<file path="src/rtl/calc_ctrl.sv">
// calc_ctrl: keypad-driven sequencer that latches operands/opcode, runs the ALU for one cycle, supports chaining
module calc_ctrl #(
    parameter int W    = 4,
    parameter int OP_W = 3
) (
    input  logic            clk,
    input  logic            rst,
    input  logic            clr_valid,
    input  logic            digit_valid,
    input  logic [W-1:0]    digit,
    input  logic            op_valid,
    input  logic [OP_W-1:0] op_code,
    input  logic            eq_valid,
    output logic [W-1:0]    alu_a,
    output logic [W-1:0]    alu_b,
    output logic [OP_W-1:0] alu_op,
    input  logic [W-1:0]    alu_result,
    output logic [W-1:0]    display,
    output logic            result_valid,
    output logic            busy,
    output logic            err
);
    localparam logic [1:0] S_A = 2'd0, S_B = 2'd1, S_EXEC = 2'd2, S_DONE = 2'd3;
    localparam logic [OP_W-1:0] OP_NOT = OP_W'(5);
    logic [1:0]      state;
    logic [W-1:0]    reg_a, reg_b, result;
    logic [OP_W-1:0] op_reg;
    logic            b_loaded, legal, ev_op, ev_dig;
    // eq outranks op, op outranks digit; clr is handled ahead of all of them
    assign legal  = op_code <= OP_NOT;
    assign ev_op  = op_valid && !eq_valid;
    assign ev_dig = digit_valid && !op_valid && !eq_valid;
    assign alu_a  = reg_a;
    assign alu_b  = (op_reg == OP_NOT) ? '0 : reg_b;
    assign alu_op = op_reg;
    assign busy   = state == S_EXEC;
    always_comb begin
        display = (state == S_DONE) ? result :
                  (state == S_B && b_loaded) ? reg_b : reg_a;
    end
    always_ff @(posedge clk or posedge rst) begin
        if (rst) begin
            state        <= S_A;
            reg_a        <= '0;
            reg_b        <= '0;
            op_reg       <= '0;
            result       <= '0;
            b_loaded     <= 1'b0;
            result_valid <= 1'b0;
            err          <= 1'b0;
        end else begin
            result_valid <= 1'b0;
            err          <= 1'b0;
            if (clr_valid) begin
                state    <= S_A;
                reg_a    <= '0;
                reg_b    <= '0;
                op_reg   <= '0;
                result   <= '0;
                b_loaded <= 1'b0;
            end else begin
                case (state)
                    S_A, S_DONE: begin
                        if (ev_op && legal) begin
                            op_reg <= op_code;
                            if (state == S_DONE) reg_a <= result;
                            if (op_code == OP_NOT) state <= S_EXEC;
                            else begin
                                state    <= S_B;
                                reg_b    <= '0;
                                b_loaded <= 1'b0;
                            end
                        end else if (ev_op) err <= 1'b1;
                        else if (ev_dig) begin
                            reg_a <= digit;
                            state <= S_A;
                        end
                    end
                    S_B: begin
                        if (eq_valid) state <= b_loaded ? S_EXEC : S_B;
                        else if (ev_op && legal) begin
                            op_reg <= op_code;
                            if (op_code == OP_NOT) state <= S_EXEC;
                        end else if (ev_op) err <= 1'b1;
                        else if (ev_dig) begin
                            reg_b    <= digit;
                            b_loaded <= 1'b1;
                        end
                    end
                    default: begin
                        result       <= alu_result;
                        result_valid <= 1'b1;
                        state        <= S_DONE;
                    end
                endcase
            end
        end
    end
endmodule

</file>
<file path="config.mk">
export PLATFORM = sky130hd
export DESIGN_NAME = calc_ctrl
export DESIGN_NICKNAME = d
export VERILOG_FILES = /design/src/rtl/calc_ctrl.sv
export SDC_FILE = /design/constraint.sdc
export NUM_CORES = 1
export LEC_CHECK = 0
export CORE_MARGIN = 4
export CORE_UTILIZATION = 52
export CTS_BUF_LIST = sky130_fd_sc_hd__clkbuf_2 sky130_fd_sc_hd__clkbuf_4 sky130_fd_sc_hd__clkbuf_8
export DETAILED_ROUTE_END_ITERATION = 7
export HOLD_SLACK_MARGIN = 0.1
export PLACE_DENSITY = 0.87
export SLEW_MARGIN = 0
export SYNTH_ARGS = -nofsm -noshare
export SYNTH_HDL_FRONTEND = slang
export SYNTH_SLANG_ARGS = --single-unit
</file>
<file path="constraint.sdc">
create_clock -name clk -period 2.93 [get_ports clk]
set_input_delay 0.879 -clock clk [delete_from_list [all_inputs] [get_ports clk]]
set_output_delay 0.879 -clock clk [all_outputs]
set_load 0.02 [all_outputs]
</file>
# After elaboration in Yosys (flattened, before gate mapping)
# Cells that the tools add are included.
dict set report op_classes {
  n_lt_le_gt_ge 1
  n_eq_ne 18
  n_mux 46
  reduce_logical 17
}
# op count
set ops {}
lappend ops {{4-bit 2-to-1 mux} 16}
lappend ops {{3-bit != test (second input constant)} 7}
lappend ops {{2-bit 2-to-1 mux} 9}
lappend ops {{1-bit 2-to-1 mux} 13}
lappend ops {{3-bit 2-to-1 mux} 3}
lappend ops {{4-bit by 3-bit != test with 1-bit output (second input constant)} 2}
lappend ops {{4-bit != test (second input constant)} 2}
lappend ops {{4-bit one-hot mux with 2 select lines} 1}
lappend ops {{4-bit AND reduction} 2}
lappend ops {{7-bit AND reduction} 1}
lappend ops {{3-bit == test (second input constant)} 2}
lappend ops {{3-bit one-hot mux with 2 select lines} 1}
lappend ops {{3-bit nonzero test} 2}
lappend ops {{1-bit logical AND} 5}
lappend ops {{2-bit == test (second input constant)} 2}
lappend ops {{1-bit one-hot mux with 2 select lines} 2}
lappend ops {{2-bit one-hot mux with 2 select lines} 1}
lappend ops {{3-bit <= comparator (second input constant)} 1}
lappend ops {{3-bit by 2-bit != test with 1-bit output (second input constant)} 1}
lappend ops {{3-bit OR reduction} 1}
lappend ops {{2-bit by 1-bit == test with 1-bit output (second input constant)} 1}
lappend ops {{1-bit zero test} 2}
lappend ops {{2-bit zero test} 1}
lappend ops {{2-bit by 1-bit != test with 1-bit output (second input constant)} 1}
lappend ops {{other kinds (3)} 3}
dict set report word_totals {
  regBits 20
  input_bits 17
}

# Logic depth before layout (Yosys ltp)
dict set report logic_depth {
  ltp_word 9
  depth_mapped 7
  mapped_depth_nobuf 6
}

# Least setup slack after synthesis
# Ideal clock, no wire load.
dict set report synth_timing {
  path_type {flip-flop to output port}
  from {register state[1]}
  to {output port display[0]}
  arrival_ns 1.519
  required_time_ns 2.051
  path_slack_ns 0.532
  path_stages_with_launch 7
  path_cell_list {dfrtp_1 -> inv_1 -> ha_1 -> buf_2 -> nand2_1 -> mux2i_1 -> o21ai_0}
}
dict set report synth_via {
  elab_chain_cells 4
}
# item line
set synth_rtl {}
lappend synth_rtl {{from (decl)} 25} ;# logic [1:0] state;
lappend synth_rtl {{from (signal assigned)} 80} ;# if (eq_valid) state <= b_loaded ? S_EXEC : S_B;
lappend synth_rtl {{2-bit by 1-bit == test with 1-bit output} 39} ;# (state == S_B && b_loaded) ? reg_b : reg_a;
lappend synth_rtl {{1-bit logical AND} 39}
lappend synth_rtl {{4-bit 2-to-1 mux} 39}
lappend synth_rtl {{4-bit 2-to-1 mux *} 38} ;# display = (state == S_DONE) ? result :
lappend synth_rtl {{to (decl)} 18} ;# output logic [W-1:0] display,
# Every way passes the cells marked *; elsewhere a longest branch is shown, timed or not.

# Worst setup path in the final report
dict set report layout_timing {
  from {register state[1]}
  to {output port display[1]}
}
# The elaborated chain is that of the path after synthesis.

==> summary.txt <==
Clock network
  – H-tree levels: 1
  – CTS buffer count: 3
  – Postcts setup bufs: 0
  – Clock transition at the registers of the reported paths: 0.11 ns
  – CTS max path bufs: 2
  – Clk Tree Root Cell: clkbuf_4
  – Insertion delay of the later-clocked pin in the worst-skew pair: roughly 0.3 ns
  – Clock sink total: 20
  – Hold_buf cts: 0
  – CTS tree: built
  – CTS-repair resized insts: 4

Worst setup path
  – WP buf/inv: 2
  – Critical path arrival: approximately 1.8 ns
  – Crit. Startpoint: state[1]
  – Reg2Reg Capture Point: alu_op[1]
  – CP max-delay cell: dfrtp_1
  – Data required, critical path: about 2.1 ns
  – Worst r2r path cells: 6
  – Critical path type: reg -> out
  – Reg2Reg Setup Slack: 0.99 ns
  – Setup crit start kind: register
  – Crit-path cells: inv_1 > ha_1 > nand2_1 > mux2i_1 > o21ai_0 > dlygate4sd2_1
  – CP endpoint kind: output port
  – Critical path's largest stage delay: 0.42 ns
  – CP delay by family, top: flip-flops
  – CP Max Fanout: 5
  – Crit Reg-Reg Startpoint: state[0]

Timing
  – Final Hold Fails: 0
  – Crit path time final: approximately 2.7 ns
  – F_max: 367 MHz
  – Final number of setup-violating endpoints: 0
  – Final period utilization: 0.929
  – RSZ-0062 raised after global routing: false
  – Slew Limit Fails: 0
  – Final Skew: 0.00226 ns
  – Final setup margin: 0.208 ns
  – Setup TNS: 0 ns
  – Worst slew margin: 0.499
  – Slew at the pin with the worst max-slew slack: ~0.75 ns

Yosys
  – Ys flop type: dfrtp_1
  – EDFF count, synth: 0
  – YS warnings: 0
  – Sequential share of the synthesized area: 0.422
  – Yosys cell types: 33
  – Gate Count Post-Synth: 113
  – Syn nets: about 130
  – Synthesized cell area: 1180 um2
  – Yosys reg bits: 20
  – Asr flop ratio synth: 1.00
  – Syn avg cell area: about 10 um2

Die
  – Horiz. Die Dim: between 50 and 60 um
  – # rows: 17
  – Core area: 2190 um2
  – Die H: 55.7 um
  – Die Area: 3110 um2
  – IO Pins: 35
  – Starting Density: 0.541

Min path
  – Worst hold start: b_loaded
  – Min-Delay Endpoint: b_loaded
  – Worst hold path depth: 1
  – HP Class: reg -> reg

Routing
  – Total number of vias: around 1000
  – Post-route ant nets: 0
  – 1st-pass router iterations: 4
  – Mean routed wirelength per cell: 15.5 um
  – DR vias/cell: 5.75
  – Drt drc: 0
  – First DRT Iteration DRCs: 29
  – WL final: 2710 um

Final layout
  – Ant diodes: 0
  – Final nets: approximately 170
  – Area Growth Syn to Fin: 33.4%
  – Finished Layout Cells: 175
  – Share of cells above drive strength 1: 0.102
  – Final Core Density: 0.721
  – Layout fillers: 159

Power and ir drop
  – Tot Pwr: 0.000681 W
  – Static Leakage: 0.720 nW
  – Power per cell area: 431 nW/um2
  – VDD IR-drop max: 0.384 mV

Global routing
  – Initial antenna violation count: 0
  – Vias in the first global route: around 1000
  – Pin count of the biggest net entering global routing: 21
  – First-pass GRT wire length: 4720 um
  – All-Layer GR Usage: 0.186
  – Global route overflow: 0

Place
  – Placed Cells: 171
  – Gpl congestion: 0.852
  – I/O Buffers: 34
  – Post-detail-place hpwl: roughly 2100 um
  – Pre-CTS WS: 0.288 ns

Outcome
  – Status: finished clean

Flow run
  – Max capacitance violation total: 0
## worst reg2reg max path: cells and delay by family, from the launching register on
family	cells	cell delay (ns)
and+or+nand+nor	3	0.50
adders and majority gates	1	0.62
DFF	1	0.41
muxes	1	0.22
buffers and inverters	1	0.08
## synthesized netlist by cell type, drive strengths merged, types with 2 or more instances
cell type | instances | area [um2]
clkbuf | 2 | 7.51
nand2b | 2 | 12.5
a211oi | 2 | 27.5
a311oi | 5 | 43.8
nor2 | 10 | 37.5
ha | 4 | 50.1
inv | 4 | 15.0
dfrtp | 20 | 500
nor2b | 3 | 26.3
o21ai | 6 | 30.0
mux2i | 16 | 160
and2 | 4 | 25.0
a22o | 4 | 35.0
nand3b | 2 | 15.0
buf | 4 | 18.8
a21oi | 5 | 28.8
nand2 | 8 | 30.0
## state kept, by name, indices dropped and copies added (netlist names)
name,cells
alu_op,3
err,1
state,2
alu_a,4
result,4
result_valid,1
b_loaded,1
reg_b,4
## logic make-up after synthesis
logic type,count (synthesis),share of synthesized area
compound gates,28,0.190
fa+ha+maj,4,0.0422
buf+inv,10,0.0348
flops,20,0.422
mux,17,0.145
simple gates,34,0.166
## metrics by stage
step                      hold slack (ns)  instance area [um2]
after floorplan                     0.463                 1180
after global placement              0.493                 1550
after detailed placement            0.505                 1550
after CTS                           0.528                 1580
after global routing                0.559                 1580
final                               0.525                 1580
## where the power goes
| part | switching (W) | total [W] | internal (W) |
|---|---|---|---|
| sequential | 0.0000150 | 0.000307 | 0.000292 |
| clock | 0.0000855 | 0.000161 | 0.0000759 |
| combinational | 0.000115 | 0.000213 | 0.0000975 |
## layout by cell type, fill, tap and decap left out, types with 2 or more instances in the layout
cell and n:
dlygate4sd2_1 4, a22o_1 4, and2_1 4, nand3b_1 2
nand2b_1 2, inv_1 4, nand2_1 8, o21ai_0 6
clkdlybuf4s50_1 30, dfrtp_1 20, clkbuf_4 3, buf_4 2
a21oi_1 4, ha_1 4, mux2i_1 16, nor2b_1 2
nor2_1 10, a311oi_1 5
## area by class of cell
| type | instances | area (um2) | share of cell area |
|---|---|---|---|
| multi-input combinational | 83 | 643 | 0.407 |
| sequential | 20 | 500 | 0.317 |
| timing repair buffer | 36 | 350 | 0.222 |
| clock buffer | 4 | 36.3 | 0.0230 |
| tap | 28 | 35.0 | 0.0222 |
| inverter | 4 | 15.0 | 0.00950 |
## how the worst max path moves through the flow
stage	end	slack [ns]	cells after the start
2_1_floorplan	display[0]	0.53	6
3_3_place_gp	display[2]	0.31	6
3_5_place_dp	display[3]	0.29	6
4_1_cts	busy	0.20	3
5_1_grt	display[3]	0.05	6
6_report	display[1]	0.21	6
## metal layers
| metal | track usage | vias to the layer above | share of wire |
|---|---|---|---|
| met3 | 0.0255 | 5 | 0.050 |
| li1 | - | 487 | - |
| met2 | 0.313 | 27 | 0.49 |
| met5 | 0 | - | 0 |
| met4 | 0.0625 | 0 | 0.014 |
| met1 | 0.246 | 487 | 0.45 |
(Power assumes the default switching activity.)
==> RTL change 1: new RTL, same flow settings <==
Register the input `alu_result` before use, cleared by the reset. The logic sees it one clock later. The other inputs are not delayed to match.
--- a/src/rtl/calc_ctrl.sv
+++ b/src/rtl/calc_ctrl.sv
@@ -24,2 +24,13 @@
     localparam logic [OP_W-1:0] OP_NOT = OP_W'(5);
+
+    logic [W-1:0] alu_result_q;
+
+    always_ff @(posedge clk or posedge rst) begin
+        if (rst) begin
+            alu_result_q <= '0;
+        end else begin
+            alu_result_q <= alu_result;
+        end
+    end
+
     logic [1:0]      state;
@@ -90,3 +101,3 @@
                     default: begin
-                        result       <= alu_result;
+                        result       <= alu_result_q;
                         result_valid <= 1'b1;
Check against the original RTL: not equivalent (a bounded check fails within 4 cycles, from zero or initial values and one cycle with rst high).
==> RTL change 1 against the original RTL <==
  * Setup slack got worse by 0.036 ns
  * Wire length increased by 20%
  * Register-to-register slack about the same
  * Worst hold slack got worse by 0.011 ns
  * Global-route usage increased by 2.3 points
  * Total power increased by 5.8%
  * Sequential cell count increased by 4
  * Via count increased by 18%
  * Design area increased by 11%
  * Area after synthesis increased by 12%
  * First-iteration DRC count increased by 24%
  * Synthesized cell count increased by 19%
  * Non-clock buffer count increased by 2
  * Critical path depth decreased by 3
  * Largest power group unchanged
==> RTL change 1: results (changes against the original RTL) <==
- The clock insertion delay at the later pin of the skew report came to 0.32 ns (was 0.30 ns).
- The average detailed-routed wire length per instance was 16.2 um (was 15.5 um).
- The final net count came to 192 (was 169).
- The sequential area share after synthesis came to 45.3% (was 42.2%).
* Smallest hold slack: 0.514 ns (was 0.525 ns)
- Top post-synthesis cells by area: sky130_fd_sc_hd__dfrtp_1 45%, sky130_fd_sc_hd__mux2i_1 14%, sky130_fd_sc_hd__ha_1 3.8% (was sky130_fd_sc_hd__dfrtp_1 42%, sky130_fd_sc_hd__mux2i_1 14%, sky130_fd_sc_hd__ha_1 4.2%)
- The count of antenna diodes in the layout came to 0 (unchanged).
- Mean instance size in the synthesized netlist: 9.89 sq um (was 10.5 sq um)
* Ratio of routed vias to standard cells: 5.93 (was 5.75)
* Final critical-path setup slack: 0.171 ns (was 0.208 ns)
* Maximum number of pins on one net before global-route repair: 25 (was 21)
* Run status: finished, final reports clean (unchanged)
- Layout cell share with drive strength beyond 1: 5.29% (was 10.2%)
* Multi-input logic area: 671 sq um (was 643 sq um)
- The count of filler cells inserted in the layout is 190 (was 159).
- The largest vdd supply drop is 0.000343 V (was 0.000384 V).
- The tightest slew margin relative to the limit was 66.0% (was 49.9%).
- Worst clock skew: 0.00106 ns (was 0.00226 ns)
* CP max FO: 6 (was 5)
- The worst stage delay on the critical path came to 0.67 ns (was 0.42 ns).
- The global placer's final weighted congestion was 0.899 (was 0.852).
* Overall global routing resource usage: 20.9% (was 18.6%)
- First-pass GRT wire length: 5.53 mm (was 4.72 mm)
* Post-placement worst setup slack: 0.287 ns (was 0.288 ns)
- The data arrival time of the worst path was 1.88 ns (was 1.84 ns).
* Net count after synthesis: 155 (was 134)
- Cell types with the highest counts after synthesis: 24 x sky130_fd_sc_hd__dfrtp_1, 19 x sky130_fd_sc_hd__mux2i_1, 12 x sky130_fd_sc_hd__nor2_1, 9 x sky130_fd_sc_hd__nand2_1, 8 x sky130_fd_sc_hd__inv_1 (was 20 x sky130_fd_sc_hd__dfrtp_1, 16 x sky130_fd_sc_hd__mux2i_1, 10 x sky130_fd_sc_hd__nor2_1, 8 x sky130_fd_sc_hd__nand2_1, 6 x sky130_fd_sc_hd__o21ai_0).
- The post-CTS clock slew at the launch and capture registers of the worst setup and hold paths came to 0.13 ns (was 0.11 ns).
* Largest delay contributor family on the critical path: buffers and inverters (was flip-flops)
* Placed wire-length estimate after detailed placement: 2.54 mm (was 2.13 mm)
- Via count of the first global-routing pass: 1172 (was 1032)
- Number of distinct standard cells referenced by the synthesized netlist: 29 (was 33)
* Leakage component of the power: 0.000766 uW (was 0.000720 uW)
- Iter 0 DRT Violations: 36 (was 29)
- The detailed-router iteration count before antenna repair is 4 (unchanged).
* Number of cells in the finished layout apart from fillers: 200 (was 175)
[RTL change 1: cell families (layout without fill, tap and decap cells)]
group	after synthesis	after routing	share of synthesized area [%]
AOI/OAI and AO/OA	28	28	14.4
and+or+nand+nor	45	45	18.1
muxes	19	19	14.4
adders and majority gates	4	4	3.78
buffers and inverters	14	50	4.06
DFF	24	24	45.3
[RTL change 1: final cells by class]
cell class / count / share of cell area (%)
well taps: 30 / 2.14
clock buffers: 3 / 1.28
flip-flops and latches: 24 / 34.2
clock inverters: 1 / 1.71
repair buffers: 38 / 20.8
multi-input cells: 96 / 38.2
inverters: 8 / 1.71
[RTL change 1: worst paths after layout]
path	start	endpoint	cells past startpoint
setup / recovery	state[0]	busy	3
hold / removal	alu_result_q[0]	result[0]	2
setup reg to reg	state[0]	state[1]	6
hold reg to reg	alu_result_q[0]	result[0]	2
max in group asynchronous	rst	reg_b[1]	3
min in group asynchronous	rst	alu_op[1]	3
[RTL change 1: metal layers]
metal	vias to the layer above	GRT usage (%)	routed length [um]
li1	548	-	-
met1	571	26.5	1330
met2	59	36.5	1670
met3	8	3.29	196
met4	0	6.29	43
met5	-	0	0
[RTL change 1: timing repair]
item	CTS	global route
resized for setup	4	0
hold endpoints to repair	0	0
endpoints found under the setup margin	4	0
[RTL change 1: stage by stage]
| stage | utilization [%] | cell area [sq um] |
|---|---|---|
| 2_1_floorplan | - | 1330 |
| 3_3_place_gp | 69.6 | 1710 |
| 3_5_place_dp | 69.6 | 1710 |
| 4_1_cts | 71.6 | 1760 |
| 5_1_grt | 71.6 | 1760 |
| 6_report | 71.6 | 1760 |
[RTL change 1: power breakdown]
group          total [uW]  switching (uW)  internal, uW
Clock                 243             104           138
Sequential            349            7.42           341
Combinational         130            69.5          60.3
==> RTL change 2: new RTL, same settings <==
Made on the original files. Change the parameter `OP_W` from 3 to 6.
--- a/src/rtl/calc_ctrl.sv
+++ b/src/rtl/calc_ctrl.sv
@@ -3,3 +3,3 @@
     parameter int W    = 4,
-    parameter int OP_W = 3
+    parameter int OP_W = 6
 ) (
Interface: changed (resized alu_op and op_code); port bits go from 35 to 41. The function was not compared with the original's and may differ.
==> RTL change 2 against the original RTL <==
  * Total power is 7.4% lower
  * Area after synthesis is 12% higher
  * Wire length is 22% higher
  * Cell count is 14% higher
  * Setup slack worse by 0.062 ns
  * Sequential cell count is 3 higher
  * Design area is 15% higher
  * Count of clock-buffer cells in the layout stayed put
  * Critical path type unchanged
  * Largest power group unchanged
==> RTL change 2: results (changes against the original RTL) <==
- The sequential area share after synthesis came to 43.2% (was 42.2%).
- Layout cell share with drive strength beyond 1: 10.1% (was 10.2%)
* Fraction of power consumed by sequential logic: 53.3% (was 45.1%)
* Endpoint arrival time on the critical path: 1.91 ns (was 1.84 ns)
- The global router's overall resource usage was 20.7% (was 18.6%).
* Number of gates given a new drive strength after cts: 6 (was 4)
* Port Buf Inserts: 40 (was 34)
- The overall via count from detail_route came to 1128 (was 1006).
* Worst ir drop on vdd: 0.000261 V (was 0.000384 V)
- Net count after synthesis: 151 (was 134)
- Met1 track utilization from global routing: 26.1% (was 24.6%)
* Worst clock skew: 0.00111 ns (was 0.00226 ns)
* Number of distinct standard cells referenced by the synthesized netlist: 36 (was 33)
- The number of global-route vias before repair came to 1222 (was 1032).
- The detailed-placement wirelength estimate was 2.53 mm (was 2.13 mm).
* GRT met3 Usage: 4.17% (was 2.55%)
- The leakage power figure was 0.000871 uW (was 0.000720 uW).
- The met2 usage is 34.8% (was 31.3%).
- The wire length of the first global-routing pass came to 5.46 mm (was 4.72 mm).
- The global placer's final weighted congestion came to 0.839 (was 0.852).
* Max_slew headroom: 72.9% (was 49.9%)
- Run status: finished, final reports clean (unchanged)
- Part of the total power dissipated in the clock network: 24.3% (was 23.7%)
* Top post-synthesis cells by area: sky130_fd_sc_hd__dfrtp_1 43%, sky130_fd_sc_hd__mux2i_1 13%, sky130_fd_sc_hd__nand2_1 4.2% (was sky130_fd_sc_hd__dfrtp_1 42%, sky130_fd_sc_hd__mux2i_1 14%, sky130_fd_sc_hd__ha_1 4.2%)
- Total net switching power: 170 uW (was 216 uW)
[RTL change 2: layout make-up]
class / instances / area (sq um)
well taps: 30 / 37.5
clock buffers: 4 / 30.0
flip-flops and latches: 23 / 576
inverters: 8 / 30.0
repair buffers: 42 / 418
fillers: 182 / 643
multi-input cells: 92 / 721
[RTL change 2: kinds of logic after synthesis]
logic type | Yosys count | share of synthesized area, %
AOI/OAI and AO/OA | 23 | 13.9
adders and majority gates | 4 | 3.76
buffers and inverters | 12 | 3.48
DFF | 23 | 43.2
muxes | 19 | 14.5
and+or+nand+nor | 46 | 21.1
[RTL change 2: metrics by stage]
stage / util [%] / setup WS [ns] / std cells / area [sq um]
CTS: 73.2 / 0.0633 / 199 / 1800
global placement: 72.0 / 0.192 / 195 / 1770
detailed placement: 72.0 / 0.0978 / 195 / 1770
global route: 73.8 / 0.0374 / 199 / 1810
finish: 73.8 / 0.146 / 199 / 1810
floorplan: - / 0.563 / 127 / 1330
[RTL change 2: final timing paths]
path / slack (ns) / to / cells past startpoint / startpoint
setup / recovery: 0.15 / display[1] / 6 / state[1]
hold / removal: 0.52 / alu_op[0] / 2 / alu_op[0]
setup reg to reg: 1.06 / state[0] / 5 / state[0]
hold reg to reg: 0.52 / alu_op[0] / 2 / alu_op[0]
max in group asynchronous: 1.79 / result_valid / 3 / rst
min in group asynchronous: 0.92 / alu_op[5] / 3 / rst
[RTL change 2: layer usage]
metal | vias up | share of wire (%)
met3 | 6 | 6.0
met1 | 556 | 42
met4 | 0 | 1.1
met2 | 38 | 51
met5 | - | 0
li1 | 528 | -
[RTL change 2: tightest hold or removal path, stage by stage (launching register included)]
cell	delay, ns
sky130_fd_sc_hd__dfrtp_1	0.38
sky130_fd_sc_hd__nand2_1	0.05
sky130_fd_sc_hd__o21ai_0	0.06
